`src/rtl/game_session_keeper_pkg.sv`:
```
`default_nettype none
// ============================================================================
//  Module      : game_session_keeper_pkg
//  Description : Shared types and constants for the new-game session keeper:
//                FSM state encoding, object-memory geometry, board size.
//  Revision    : 1.0 - initial release
// ============================================================================
package game_session_keeper_pkg;

  localparam int OM_ADDR_W     = 7;
  localparam int OM_DATA_W     = 11;
  localparam int OM_DEPTH      = 1 << OM_ADDR_W;
  localparam int BOARD_CELLS   = 104;
  localparam int GRANT_TIMEOUT = 1023;

  typedef enum logic [2:0] {
    ST_IDLE    = 3'd0,
    ST_DRAIN   = 3'd1,
    ST_GRANTED = 3'd2,
    ST_SETTLE  = 3'd3,
    ST_SCAN    = 3'd4
  } state_t;

  // Externally visible state code; DRAIN is reported as IDLE.
  function automatic logic [1:0] state_leds(input state_t s);
    case (s)
      ST_GRANTED: return 2'd1;
      ST_SETTLE:  return 2'd2;
      ST_SCAN:    return 2'd3;
      default:    return 2'd0;
    endcase
  endfunction

endpackage
`default_nettype wire

```
`src/rtl/game_session_keeper_object_memory.sv`:
```
`default_nettype none
// ============================================================================
//  Module      : game_session_keeper_object_memory
//  Description : Object memory, one write port and two independent
//                synchronous read ports (display and scan). Not reset.
//  Revision    : 1.0 - initial release
// ============================================================================
module game_session_keeper_object_memory
  import game_session_keeper_pkg::*;
(
  input  logic                 clk,
  input  logic                 wr_en,
  input  logic [OM_ADDR_W-1:0] wr_addr,
  input  logic [OM_DATA_W-1:0] wr_data,
  input  logic [OM_ADDR_W-1:0] rd_addr_a,
  output logic [OM_DATA_W-1:0] rd_data_a,
  input  logic [OM_ADDR_W-1:0] rd_addr_b,
  output logic [OM_DATA_W-1:0] rd_data_b
);

  logic [OM_DATA_W-1:0] mem [0:OM_DEPTH-1];

  // Single write port plus two registered reads (read-before-write).
  always_ff @(posedge clk) begin
    if (wr_en) begin
      mem[wr_addr] <= wr_data;
    end
    rd_data_a <= mem[rd_addr_a];
    rd_data_b <= mem[rd_addr_b];
  end

endmodule
`default_nettype wire

```
`src/rtl/game_session_keeper.sv`:
```
`default_nettype none
// ============================================================================
//  Module      : game_session_keeper
//  Description : Responder side of the new-game handshake. Grants the
//                coordinator access to the object memory, accepts the board
//                copy-in, then scans the board and counts occupied cells
//                before handing the memory back to the game engine.
//  Revision    : 1.0 - initial release
// ============================================================================
module game_session_keeper
  import game_session_keeper_pkg::*;
#(
  parameter int BOARD_CELLS   = game_session_keeper_pkg::BOARD_CELLS,
  parameter int GRANT_TIMEOUT = game_session_keeper_pkg::GRANT_TIMEOUT
) (
  input  logic                 clk,
  input  logic                 reset,
  input  logic                 new_game_request,
  output logic                 new_game_in_progress,
  input  logic                 resetting,
  input  logic                 new_game_ready,
  input  logic [OM_ADDR_W-1:0] address_write_om,
  input  logic [OM_DATA_W-1:0] data_write_om,
  input  logic                 wren,
  input  logic                 engine_busy,
  input  logic [OM_ADDR_W-1:0] engine_address,
  input  logic [OM_DATA_W-1:0] engine_data,
  input  logic                 engine_wren,
  output logic                 engine_enable,
  input  logic [OM_ADDR_W-1:0] address_read,
  output logic [OM_DATA_W-1:0] data_read,
  output logic [6:0]           piece_count,
  output logic                 board_ready,
  output logic                 grant_error,
  output logic [1:0]           leds
);

  localparam int SCAN_W = $clog2(BOARD_CELLS + 1);
  localparam int TMO_W  = $clog2(GRANT_TIMEOUT + 1);
  localparam logic [SCAN_W-1:0] SCAN_LAST = SCAN_W'(BOARD_CELLS);
  localparam logic [TMO_W-1:0]  TMO_LAST  = TMO_W'(GRANT_TIMEOUT - 1);

  state_t               state_q;
  state_t               state_d;
  logic                 pending;
  logic [TMO_W-1:0]     tmo_cnt;
  logic [SCAN_W-1:0]    scan_cnt;
  logic [6:0]           acc;
  logic                 mem_we;
  logic [OM_ADDR_W-1:0] mem_waddr;
  logic [OM_DATA_W-1:0] mem_wdata;
  logic [OM_DATA_W-1:0] scan_data;
  logic                 scan_hit;
  logic                 scan_last;
  logic                 enter_granted;
  logic                 timeout_hit;
  logic                 req_seen;

  // A request in the current cycle is served immediately, not a cycle later.
  assign req_seen      = pending | new_game_request;
  assign enter_granted = (state_d == ST_GRANTED) && (state_q != ST_GRANTED);
  assign scan_hit      = (scan_data != '0);
  assign scan_last     = (state_q == ST_SCAN) && (scan_cnt == SCAN_LAST);

  // State register.
  always_ff @(posedge clk) begin
    if (reset) begin
      state_q <= ST_IDLE;
    end else begin
      state_q <= state_d;
    end
  end

  // Next state, handshake outputs and write-port source selection.
  always_comb begin
    state_d              = state_q;
    new_game_in_progress = 1'b0;
    engine_enable        = 1'b0;
    timeout_hit          = 1'b0;
    mem_we               = 1'b0;
    mem_waddr            = engine_address;
    mem_wdata            = engine_data;
    leds                 = state_leds(state_q);
    case (state_q)
      ST_IDLE: begin
        engine_enable = 1'b1;
        mem_we        = engine_wren;
        if (req_seen) begin
          state_d = engine_busy ? ST_DRAIN : ST_GRANTED;
        end
      end
      ST_DRAIN: begin
        mem_we = engine_wren;
        if (!engine_busy) begin
          state_d = ST_GRANTED;
        end
      end
      ST_GRANTED: begin
        new_game_in_progress = 1'b1;
        mem_we               = wren;
        mem_waddr            = address_write_om;
        mem_wdata            = data_write_om;
        if (new_game_ready) begin
          state_d = ST_SETTLE;
        end else if (!resetting && (tmo_cnt == TMO_LAST)) begin
          timeout_hit = 1'b1;
          state_d     = ST_IDLE;
        end
      end
      ST_SETTLE: begin
        // Coordinator wren trails new_game_ready by one cycle.
        mem_we    = wren;
        mem_waddr = address_write_om;
        mem_wdata = data_write_om;
        state_d   = ST_SCAN;
      end
      ST_SCAN: begin
        if (scan_last) begin
          state_d = ST_IDLE;
        end
      end
      default: begin
        state_d = ST_IDLE;
      end
    endcase
  end

  // Pending request flag; a request also survives a coincident reset.
  always_ff @(posedge clk) begin
    if (reset) begin
      pending <= new_game_request;
    end else if (enter_granted) begin
      pending <= 1'b0;
    end else if (new_game_request) begin
      pending <= 1'b1;
    end
  end

  // Grant watchdog: counts idle GRANTED cycles, reloaded by coordinator activity.
  always_ff @(posedge clk) begin
    if (reset || (state_q != ST_GRANTED) || resetting) begin
      tmo_cnt <= '0;
    end else begin
      tmo_cnt <= tmo_cnt + 1'b1;
    end
  end

  // Sticky grant error, cleared when the next grant begins.
  always_ff @(posedge clk) begin
    if (reset) begin
      grant_error <= 1'b0;
    end else if (timeout_hit) begin
      grant_error <= 1'b1;
    end else if (enter_granted) begin
      grant_error <= 1'b0;
    end
  end

  // Scan address counter and occupancy accumulator (data lags address by one).
  always_ff @(posedge clk) begin
    if (reset || (state_q != ST_SCAN)) begin
      scan_cnt <= '0;
      acc      <= '0;
    end else begin
      scan_cnt <= scan_cnt + 1'b1;
      if (scan_cnt != '0) begin
        acc <= acc + 7'(scan_hit);
      end
    end
  end

  // Publish the count and pulse board_ready after the last data word.
  always_ff @(posedge clk) begin
    if (reset) begin
      piece_count <= '0;
      board_ready <= 1'b0;
    end else begin
      board_ready <= scan_last;
      if (scan_last) begin
        piece_count <= acc + 7'(scan_hit);
      end
    end
  end

  game_session_keeper_object_memory u_object_memory (
    .clk       (clk),
    .wr_en     (mem_we),
    .wr_addr   (mem_waddr),
    .wr_data   (mem_wdata),
    .rd_addr_a (address_read),
    .rd_data_a (data_read),
    .rd_addr_b (OM_ADDR_W'(scan_cnt)),
    .rd_data_b (scan_data)
  );

endmodule
`default_nettype wire

```
`config.mk`:
```
export PLATFORM = sky130hd
export DESIGN_NAME = game_session_keeper
export DESIGN_NICKNAME = d
export VERILOG_FILES = /design/src/rtl/game_session_keeper_pkg.sv /design/src/rtl/game_session_keeper_object_memory.sv /design/src/rtl/game_session_keeper.sv
export SDC_FILE = /design/constraint.sdc
export NUM_CORES = 2
export LEC_CHECK = 0
export CORE_ASPECT_RATIO = 1.5
export CORE_MARGIN = 1.5
export CORE_UTILIZATION = 63
export CTS_CLUSTER_DIAMETER = 50
export CTS_CLUSTER_SIZE = 16
export DETAILED_ROUTE_END_ITERATION = 10
export PLACE_DENSITY_LB_ADDON = 0.2
export SYNTH_ARGS = -nofsm -noshare
export SYNTH_HDL_FRONTEND = slang
export SYNTH_SLANG_ARGS = --single-unit
```
`constraint.sdc`:
```
create_clock -name clk -period 4.5 [get_ports clk]
set_input_delay 0.9 -clock clk [delete_from_list [all_inputs] [get_ports clk]]
set_output_delay 0.9 -clock clk [all_outputs]
set_load 0.01 [all_outputs]
```
# Yosys cells after proc, flatten, opt, wreduce, memory -nomap -nowiden
# Memories as Yosys holds them, arrays and structs flattened. A register that Yosys moved wholly into a read port is not among the register bits.
# Index checks and enable logic that the tools add are counted.
word_totals:
  latch_bits: 0
  ramBits: 1408
  ff_bits: 37
  n_memories: 1
  out_inout_bits: 24
  romBits: 0
memory_table:
  columns: ["name", "words", "width", "rd", "rd_ports_with_merged_regs", "wr", "line_no", "source"]
  rows:
  - ["u_object_memory.mem", 128, 11, 2, 2, 1, "game_session_keeper_object_memory.sv:21", "logic [OM_DATA_W-1:0] mem [0:OM_DEPTH-1];"]
op_classes:
  mux: 23
  eq_ne: 9
  div: 0
  reduce_logical: 14
  n_addsub: 3
  bitwise_logic: 1
  mul: 0
  n_lt_le_gt_ge: 0
  n_shift: 0
ops:
  columns: ["cell", "n"]
  rows:
  - ["$mux W3", 5]
  - ["$pmux W3 S5", 1]
  - ["$mux W1", 12]
  - ["$mux W11", 1]
  - ["$reduce_bool A11 Y1", 1]
  - ["$add A10 B1 Y10 const B", 1]
  - ["$eq A10 B10 Y1 const B", 1]
  - ["$eq A3 B2 Y1 const B", 3]
  - ["$add A7 B1 Y7", 1]
  - ["$add A7 B1 Y7 const B", 1]
  - ["$eq A7 B7 Y1 const B", 1]
  - ["$mux W7", 1]
  - ["$reduce_bool A7 Y1", 1]
  - ["$pmux W2 S3", 1]
  - ["$reduce_or A2 Y1", 2]
  - ["$eq A3 B1 Y1 const B", 1]
  - ["$eq A3 B3 Y1 const B", 1]
  - ["$logic_and A1 B1 Y1", 3]
  - ["$logic_not A3 Y1", 1]
  - ["$logic_or A1 B1 Y1", 3]
  - ["$ne A3 B2 Y1 const B", 1]
  - ["$ne A3 B3 Y1 const B", 1]
  - ["$reduce_bool A3 Y1", 1]
  - ["$mux W2", 1]
  - ["other kinds (4)", 4]

# Depth between registers and ports, before layout
depth:
  depth_word: 9
  depth_mapped: 12
  depth_no_buf: 9

# By module
# From an unflattened synthesis, not the netlist that was laid out.
hier_totals:
  hier_cells: 2971
  hier_area_um2: 67358.4
by_module_without_submodules:
  columns: ["mod", "instances", "cells_each", "area_each_um2"]
  rows:
  - ["game_session_keeper_object_memory", 1, 2765, 65430.3]
  - ["game_session_keeper", 1, 206, 1928.1]

# Least setup slack after synthesis
# Ideal clock, no wire load.
synth_path:
  path_type: "flip-flop to flip-flop"
  start: "register state_q[1]"
  end: "memory u_object_memory.mem[0][0] (data pin)"
  period_less_slack_ps: 3597
  slack_ps: 903
  path_buffers: 4
  setup_ps: 511
  stages_incl_launch_ff: 8
  arrival_time_ps: 3086
  cell_sequence: "dfxtp_1 -> clkbuf_1 -> nor2b_1 -> clkbuf_1 -> clkbuf_1 -> buf_1 -> nand2_1 -> nand2_1"
synth_via:
  elab_chain_len: 3
synth_rtl:
  columns: ["item", "line_no", "source"]
  rows:
  - ["start, declared", "game_session_keeper.sv:43", "state_t state_q;"]
  - ["start signal, assigned", "game_session_keeper.sv:70", "state_q <= state_d;"]
  - ["$eq A3 B2 Y1", "game_session_keeper.sv:84", "case (state_q)"]
  - ["$reduce_or A2 Y1 (no source line) *", null, null]
  - ["$mux W11 *", "game_session_keeper.sv:84", null]
  - ["net mem_wdata[0]", "game_session_keeper.sv:51", "logic [OM_DATA_W-1:0] mem_wdata;"]
  - ["end, declared", "game_session_keeper_object_memory.sv:21", null]
# Mark *: on every way through the listed nets, which the timed path passes. The rest lies on a longest branch.

==> metrics.txt <==
status finished clean; CP arrival 4.37 ns; power share of the clock group 37.0%; drt via density 7.90; max_cap viols 0; Period Utilization, post-route 83.9%; WP buf/inv 2; Max VDD drop 0.000343 V; Final Instance Count excl. Fillers 5117; post_cts resized 0; crit-path max cell delay 0.93 ns; crit-path cells buf_12 -> buf_4 -> mux4_2 -> mux4_2 -> o21ai_0 -> a211oi_1; Rel. slew slack 1.14%; vias in the first global route 40589; PortBufs 74; crit path kind flip-flop to flip-flop; TritonCTS Buffers 115; skew final 0.0241 ns; Final #Nets 3651; leakage 23.0 nW; CP Launch Type flip-flop; R2R Setup Slk 0.72 ns; most common cell after layout, fill and taps aside edfxtp_1; fraction of registers with async set/reset 0%; synthesized net count 3428; CTS Root Cell clkbuf_16; Slew @ Worst Pin 1.48 ns; Remaining DRCs 0; pre-CTS WS 0.605 ns; hold violation count in the final report 0; gr ovfl total 0; Post-synth EDFFs 1409; Worst R2R End u_object_memory.rd_data_b[2]$_DFF_P_; first-pass GRT wire length 308000 um; Comb pwr share 7.5%; Seq/Total Area, Yosys 64.1%; Top cell by count, worst path mux4_2; CP max stage cell dfxtp_4; CP Depth 6; number of register bits inferred by synthesis 1467; drt total wl 220000 um; io pins 75; Synth Cell Area 67900 um2; crit path to u_object_memory.rd_data_b[2]$_DFF_P_; final antenna-violating net count 0; sequential power share 55.5%; Required @ worst endpoint 5.09 ns; Sw Share 22.8%; Via Count 40403; Pint 21.5 mW; die area 110000 um2; critical path peak fanout 31; DRT Pass-1 Iters 6; initial antenna violation count 17; Critical Path End Type flip-flop; Worst-path clk slew 0.08 ns; worst setup path start scan_cnt[0]$_SDFF_PP0_; Yosys warning count 0; Wirelength per Cell 42.9 um; Synth Flop Type edfxtp_1; setup repair bufs after CTS 0; Clock Tree Buf Depth 3; hold bufs inserted after CTS 0; Syn Area/Cell 20.1 um2; Die H 405 um; Layout area overhead 11.5%; CTS tree built; layout cells sized above 1 34.4%; pin count of the biggest net entering global routing 129; TNS Setup 0 ns; Register-to-Register Path Depth 6; delay-heaviest family, CP multiplexers; num rows 147; Finished Cell Area 75700 um2; hold slack 0.507 ns; post-route worst setup slack 0.723 ns; R2R Path Start scan_cnt[0]$_SDFF_PP0_; FMAX 0.265 GHz; Final Max Slew Viols 0; initial core utilization 63.5%; placed inst area 71900 um2; final setup violation count 0; clock sink count 1467; Yosys cell types 53; HPWL Detailed 144000 um; switching power 6.35 mW; DIE WIDTH 271 um; RSZ-0062 raised after global routing no; H-Tree Depth 3; Hold Path Class flip-flop to flip-flop; core area 107000 um2; RePlAce Congestion 0.986; most frequent cells in the layout edfxtp_1, mux4_2, buf_4; Final Critical Period 3.78 ns; dpl cells 4892; Power per Cell Area 368 nW/um2; DR iter-0 viols 6545; Mapped Cells 3371; worst-skew pair later-pin latency 0.75 ns; total global-route track usage 40.9%
## cell type report
class                           count  area (um2)
Sequential cell                  1467       43500
Fill cell                        6207       31200
Multi-Input combinational cell   1643       23300
Clock buffer                      177        3310
Timing Repair Buffer              359        3280
Tap cell                         1415        1770
Clock inverter                     36         408
Inverter                            8        30.0
Antenna cell                       12        30.0
## worst register-to-register path, stage by stage, from the launching register on
cell	delay [ns]
dfxtp_4	0.93
buf_12	0.34
buf_4	0.41
mux4_2	0.57
mux4_2	0.50
o21ai_0	0.69
a211oi_1	0.19
## logic make-up (layout without fill, tap and decap cells)
logic type	count (synthesis)	in the layout	synth area share (%)
muxes	998	998	29.0
DFF	1467	1467	64.1
and+or+nand+nor	405	405	2.66
buffers and inverters	261	580	1.72
AOI/OAI and AO/OA	212	212	2.20
other	0	12	0
adders and majority gates	6	6	0.111
xor gates and xnor gates	22	22	0.284
## state kept, by name, indices dropped and copies added (netlist names)
| register | flops |
|---|---|
| board_ready | 1 |
| acc | 7 |
| grant_error | 1 |
| scan_cnt | 7 |
| u_object_memory.rd_data_a | 11 |
| u_object_memory.rd_data_b | 11 |
| tmo_cnt | 10 |
| piece_count | 7 |
| state_q | 3 |
| pending | 1 |
| u_object_memory.mem | 1408 |
## metrics by stage
stage | power, mW | utilization, %
after detailed placement | 17.8 | 67.3
after global routing | 28.4 | 70.8
after global placement | 17.7 | 67.3
after floorplan | 16.9 | -
final | 27.9 | 70.8
after CTS | 27.8 | 70.8
## Yosys cell counts, types with 7 or more instances
library cell,count,share of area [%]
or3_1,10,0.092
edfxtp_1,1409,62
nand3b_1,14,0.15
mux4_2,771,26
nand3_1,34,0.25
and2_1,9,0.083
nor2_1,176,0.97
nor2b_1,17,0.16
o22ai_1,13,0.12
a31oi_1,9,0.083
o21ai_0,12,0.088
buf_4,13,0.14
nand2_1,106,0.59
mux2_2,19,0.32
buf_1,38,0.21
buf_2,77,0.57
a22oi_1,67,0.74
clkbuf_1,119,0.66
nor3_1,9,0.066
a22o_1,9,0.12
a21oi_1,40,0.29
dfxtp_1,58,1.7
a221oi_1,11,0.14
nand2b_1,11,0.10
inv_1,7,0.039
mux2i_1,208,3.1
a211oi_1,16,0.18
xor2_1,16,0.21
## worst min-delay path by stage
stage                                            from                          end  cells past startpoint
after floorplan                 tmo_cnt[9]$_SDFF_PP0_        tmo_cnt[9]$_SDFF_PP0_                      2
after global placement            acc[0]$_SDFFE_PP0P_          acc[0]$_SDFFE_PP0P_                      2
after detailed placement  piece_count[0]$_SDFFE_PP0P_  piece_count[0]$_SDFFE_PP0P_                      2
after CTS                 piece_count[0]$_SDFFE_PP0P_  piece_count[0]$_SDFFE_PP0P_                      2
after global routing      piece_count[2]$_SDFFE_PP0P_  piece_count[2]$_SDFFE_PP0P_                      2
final                     piece_count[0]$_SDFFE_PP0P_  piece_count[0]$_SDFFE_PP0P_                      2
## power by group through the flow
| stage | Sequential (mW) | Combinational (mW) | Clock (mW) |
|---|---|---|---|
| global route | 15.5 | 2.16 | 10.8 |
| detailed placement | 15.7 | 2.04 | 0 |
| global placement | 15.7 | 1.96 | 0 |
| finish | 15.5 | 2.10 | 10.3 |
| floorplan | 15.8 | 1.13 | 0 |
| CTS | 15.4 | 2.05 | 10.3 |
## per-layer routing
layer / routed length, um / track usage, % / vias up
met5: 107 / 0 / -
met4: 20700 / 31.3 / 16
met3: 27600 / 11.3 / 834
met2: 105000 / 64.2 / 3749
met1: 66100 / 48.4 / 20846
li1: - / - / 14958
Power figures use the tool's default switching activity.
